<file path="src/rtl/ofm_drain.sv">
// Output drain for the 3x3 conv array: round-robin pops three column buffers and
// serialises their partial sums onto one valid/ready stream with column tag, ReLU and framing.
module ofm_drain #(
  parameter int DATA_WIDTH = 8,
  parameter int FRAME_LEN  = 9,
  parameter int RELU_EN    = 0
) (
  input  logic                    clk,
  input  logic                    rst_n,
  input  logic                    clr,
  input  logic                    obf0_empty,
  input  logic                    obf1_empty,
  input  logic                    obf2_empty,
  input  logic                    obf0_err,
  input  logic                    obf1_err,
  input  logic                    obf2_err,
  input  logic [2*DATA_WIDTH-1:0] obf0_out,
  input  logic [2*DATA_WIDTH-1:0] obf1_out,
  input  logic [2*DATA_WIDTH-1:0] obf2_out,
  output logic                    obf0_rd_en,
  output logic                    obf1_rd_en,
  output logic                    obf2_rd_en,
  output logic                    m_valid,
  input  logic                    m_ready,
  output logic [2*DATA_WIDTH-1:0] m_data,
  output logic [1:0]              m_ch,
  output logic                    m_last,
  output logic                    busy,
  output logic                    err_sticky
);

  localparam int WW = 2 * DATA_WIDTH;
  localparam logic [15:0] LAST_BEAT = 16'(FRAME_LEN - 1);

  typedef enum logic [1:0] {IDLE, ISSUE, CAPTURE, SEND} state_t;

  state_t          state_reg, state_next;
  logic [1:0]      ptr_reg, ptr_next;
  logic [1:0]      sel_reg, sel_next;
  logic [15:0]     beat_cnt_reg, beat_cnt_next;
  logic [WW-1:0]   data_reg;
  logic [1:0]      ch_reg;
  logic            last_reg;
  logic            err_reg, err_next;

  logic [2:0]      empty_vec;
  logic [2:0]      err_vec;
  logic [2:0]      rd_en_vec;
  logic [WW-1:0]   out_vec [3];
  logic [WW-1:0]   word_relu;
  logic [1:0]      pick;
  logic [1:0]      cand;
  logic            found;

  assign empty_vec  = {obf2_empty, obf1_empty, obf0_empty};
  assign err_vec    = {obf2_err, obf1_err, obf0_err};
  assign out_vec[0] = obf0_out;
  assign out_vec[1] = obf1_out;
  assign out_vec[2] = obf2_out;

  function automatic logic [1:0] next3(input logic [1:0] x);
    return (x == 2'd2) ? 2'd0 : x + 2'd1;
  endfunction

  // One-hot pop strobe, only ever for the selected column while in ISSUE.
  genvar gi;
  generate
    for (gi = 0; gi < 3; gi++) begin : g_rd
      assign rd_en_vec[gi] = (state_reg == ISSUE) && (sel_reg == 2'(gi));
    end
  endgenerate

  assign obf0_rd_en = rd_en_vec[0];
  assign obf1_rd_en = rd_en_vec[1];
  assign obf2_rd_en = rd_en_vec[2];

  // Scan ptr, ptr+1, ptr+2 (mod 3); the first non-empty column wins.
  always_comb begin
    found = 1'b0;
    pick  = ptr_reg;
    cand  = ptr_reg;
    for (int i = 0; i < 3; i++) begin
      if (!found && !empty_vec[cand]) begin
        found = 1'b1;
        pick  = cand;
      end
      cand = next3(cand);
    end
  end

  assign word_relu = ((RELU_EN != 0) && out_vec[sel_reg][WW-1]) ? '0 : out_vec[sel_reg];

  always_comb begin
    state_next    = state_reg;
    ptr_next      = ptr_reg;
    sel_next      = sel_reg;
    beat_cnt_next = beat_cnt_reg;
    case (state_reg)
      IDLE: begin
        if (found) begin
          sel_next   = pick;
          state_next = ISSUE;
        end
      end
      ISSUE:   state_next = CAPTURE;
      CAPTURE: state_next = SEND;
      SEND: begin
        if (m_ready) begin
          ptr_next      = next3(sel_reg);
          beat_cnt_next = last_reg ? 16'd0 : beat_cnt_reg + 16'd1;
          state_next    = IDLE;
        end
      end
      default: state_next = IDLE;
    endcase
    if (clr) begin
      state_next    = IDLE;
      ptr_next      = 2'd0;
      beat_cnt_next = 16'd0;
    end
  end

  // An error seen in the same cycle as clr still sets the flag.
  assign err_next = (|err_vec) | (err_reg & ~clr);

  always_ff @(posedge clk or negedge rst_n) begin
    if (!rst_n) begin
      state_reg    <= IDLE;
      ptr_reg      <= 2'd0;
      sel_reg      <= 2'd0;
      beat_cnt_reg <= 16'd0;
      data_reg     <= '0;
      ch_reg       <= 2'd0;
      last_reg     <= 1'b0;
      err_reg      <= 1'b0;
    end else begin
      state_reg    <= state_next;
      ptr_reg      <= ptr_next;
      sel_reg      <= sel_next;
      beat_cnt_reg <= beat_cnt_next;
      err_reg      <= err_next;
      if (state_reg == CAPTURE && !clr) begin
        data_reg <= word_relu;
        ch_reg   <= sel_reg;
        last_reg <= (beat_cnt_reg == LAST_BEAT);
      end
    end
  end

  assign m_valid    = (state_reg == SEND);
  assign m_data     = data_reg;
  assign m_ch       = ch_reg;
  assign m_last     = last_reg & m_valid;
  assign busy       = (state_reg != IDLE);
  assign err_sticky = err_reg;

endmodule

</file>
<file path="config.mk">
export PLATFORM = sky130hd
export DESIGN_NAME = ofm_drain
export DESIGN_NICKNAME = d
export VERILOG_FILES = /design/src/rtl/ofm_drain.sv
export SDC_FILE = /design/constraint.sdc
export NUM_CORES = 1
export LEC_CHECK = 0
export BUFFER_PORTS_ARGS = -buffer_cell sky130_fd_sc_hd__buf_2
export CAP_MARGIN = 25
export CORE_MARGIN = 2
export CORE_UTILIZATION = 40
export CTS_CLUSTER_DIAMETER = 30
export DETAILED_ROUTE_END_ITERATION = 12
export PLACE_DENSITY = 0.74
export SLEW_MARGIN = 20
export SYNTH_ARGS = -nofsm -noshare
export SYNTH_HDL_FRONTEND = slang
export SYNTH_SLANG_ARGS = --single-unit
</file>
<file path="constraint.sdc">
create_clock -name clk -period 1.6 [get_ports clk]
set_input_delay 0.16 -clock clk [delete_from_list [all_inputs] [get_ports clk]]
set_output_delay 0.16 -clock clk [all_outputs]
set_load 0.05 [all_outputs]
</file>
==> flow_metrics.tcl <==
set metrics [dict create \
    status "finished, final reports clean" \
    synth_nets 340 \
    die_w_um 81.9 \
    setup_tns_ps 0 \
    dominantRegCellSynth "dfrtp_1" \
    yosys_warnings 0 \
    period_needed_ps 1560 \
    n_fill_cell 545 \
    cts_tree "done" \
    max_freq_ghz 0.639 \
    cts-root-buf "clkbuf_8" \
    dp_hpwl_um 4340 \
    dp_slack_ps 54.8 \
    skew_ps 4.25 \
    maxSlewViolCount 0 \
    via_per_inst 5.22 \
    vias 2316 \
    vdd_drop_max_mv 0.930 \
    cts-buffers-inserted 5 \
    intPower_mw 2.56 \
    fin_crit_sh_pct 97.8 \
    crit_path_max_incr_delay_ps 440 \
    worstSetupPathType "reg -> out" \
    slowest_stage "dfrtp_1" \
    cp_max_fo 4 \
    grt_overflow 0 \
    ys_top_cells_by_area "dfrtp_1 (43%), mux2i_1 (7.4%), o21ai_0 (6.6%)" \
    die_h_um 81.9 \
    p_leak_nw 1.51 \
    io_buffers 82 \
    critical_path_arrival_ps 1400 \
    multi_input_area_sq_um 1310 \
    worst_pin_slew_ps 526 \
    ant_nets 0 \
    fin_nets 434 \
    ys_async_sr_fraction_pct 100 \
    critPathCaptureType "output pin" \
    worstSkewPairLatency_ps 290 \
    synth_area_per_cell_sq_um 8.82 \
    p_total_mw 5.00 \
    synth_most_common_cell "dfrtp_1" \
    final_hold_viol_count 0 \
    clk_path_buf_depth 2 \
    final_util_pct 53.8 \
    die-area_sq_um 6700 \
    syn_inst 275 \
    drc_errors 0 \
    p_comb_share_pct 55.5 \
    finalSetupViolCount 0 \
    routedWlPerCell_um 13.0 \
    grt_usage_pct 16.9 \
    synth_top_area_share_pct 43.3 \
    antennaDiodeCount 0 \
    drv_cap 0 \
    yosysUniqueCellTypes 41 \
    start_util_pct 41.2 \
    p_per_area_nw_per_um2 1580 \
    whs_ps 97.7 \
    critPathBufInv 2 \
    switching_power_mw 2.44 \
    grt_pass1_wl_um 8690 \
    dr.first_iter.drc_count 106 \
    drive_gt1_share_pct 33.9 \
    register_area_sq_um 1050 \
    grt_pass1_vias 2023 \
    cp_top_family "flip-flops" \
    coreArea_sq_um 5890 \
    first_pass_iters 5 \
    pin_count 83 \
    min_path_type "in -> reg" \
    path_clk_slew_ps 80 \
    ys_seq_area_share_pct 43.3 \
    switching_share_pct 48.7 \
    yosysTopAreaCell "dfrtp_1" \
    syn2layout_area_growth_pct 30.6 \
    grt_max_degree 43 \
    crit_chain "inv_2, ha_2, nor3b_2, buf_6" \
    synth_area_sq_um 2430 \
    totalWireLength_um 5750 \
    pwr-share-seq_pct 31.5 \
    start_kind "flop" \
    synth_common_cells "dfrtp_1 (42), nand2_1 (37), o21ai_0 (32)" \
    num_rows 28 \
    antenna_found_initial 0 \
    h-tree-depth 2 \
    cp.required_ps 1440 \
    cts_sinks 42 \
    gp_congestion 0.820 \
    clockPowerShare_pct 12.9 \
    ys_seq_elements 42 \
    synth-edff-count 0 \
    rsz0062_at_grt "true" \
    max_slew_margin_pct 64.9 \
    setup_slack_ps 35.8 \
]
[per-stage QoR]
step           std cells  area, sq um
2_1_floorplan        275         2450
3_3_place_gp         433         3020
3_5_place_dp         433         3020
4_1_cts              443         3140
5_1_grt              444         3170
6_report             444         3170
[final timing paths]
| kind | start | cells past startpoint | end | slack (ps) |
|---|---|---|---|---|
| worst max-delay path | state_reg[1]$_DFFE_PN0P_ | 4 | obf1_rd_en | 40 |
| worst min-delay path | obf0_err | 3 | err_sticky$_DFF_PN0_ | 100 |
| worst max register to register | state_reg[1]$_DFFE_PN0P_ | 4 | beat_cnt_reg[8]$_DFFE_PN0P_ | 110 |
| worst min register to register | m_data[1]$_DFFE_PN0P_ | 2 | m_data[1]$_DFFE_PN0P_ | 480 |
| max in group asynchronous | rst_n | 3 | state_reg[0]$_DFFE_PN0P_ | 750 |
| min in group asynchronous | rst_n | 3 | beat_cnt_reg[3]$_DFFE_PN0P_ | 460 |
[cell usage in the layout, fill, tap and decap left out, types with 3 or more instances in the layout]
cell       n
nor2b_1    3
nor2_1    27
o211ai_1   5
inv_1      8
nor3_1     4
a21oi_1   26
buf_4     19
dfrtp_1   41
buf_2     78
clkbuf_8   5
nand3_1    9
o21ai_0   32
or4_1      5
ha_1       5
nor4_1     3
a31oi_1    3
nand2_1   37
mux2i_1   18
[area by class of cell]
cell class	instances	area share, %
clock buffer	5	2.17
clock inverter	2	0.316
inverter	9	1.07
multi-input combinational	209	41.2
sequential	42	33.2
tap	75	2.96
timing repair buffer	102	19.1
[worst min-delay path: stages]
cell	delay (ps)
buf_2	70
nor3_1	40
o21ai_0	80
[kinds of logic after synthesis]
logic type	synth area share (%)
buf+inv	4.80
mux	7.89
compound gates	17.7
fa+ha+maj	3.61
simple gates	22.7
flops	43.3
[power by group through the flow]
stage | Clock (mW) | Sequential (mW) | Combinational [mW]
floorplan | 0 | 2.34 | 1.22
global placement | 0 | 1.58 | 2.64
detailed placement | 0 | 1.59 | 2.68
CTS | 0.671 | 1.57 | 2.76
global route | 0.718 | 1.62 | 3.00
finish | 0.646 | 1.58 | 2.78
[layer usage]
metal	routed length, um	global-route usage, %
met5	0	0
met4	108	6.67
met1	2310	18.9
met3	507	3.96
met2	2820	31.0
[timing repair]
item / in CTS / in global routing
endpoints found under the hold margin: 42 / 0
gates cloned: 0 / 0
buffers inserted: 2 / 1
endpoints found under the setup margin: 4 / 7
gates resized for setup: 7 / 5
hold buffers: 1 / 0
No activity file was read; power rests on OpenSTA's default activity.
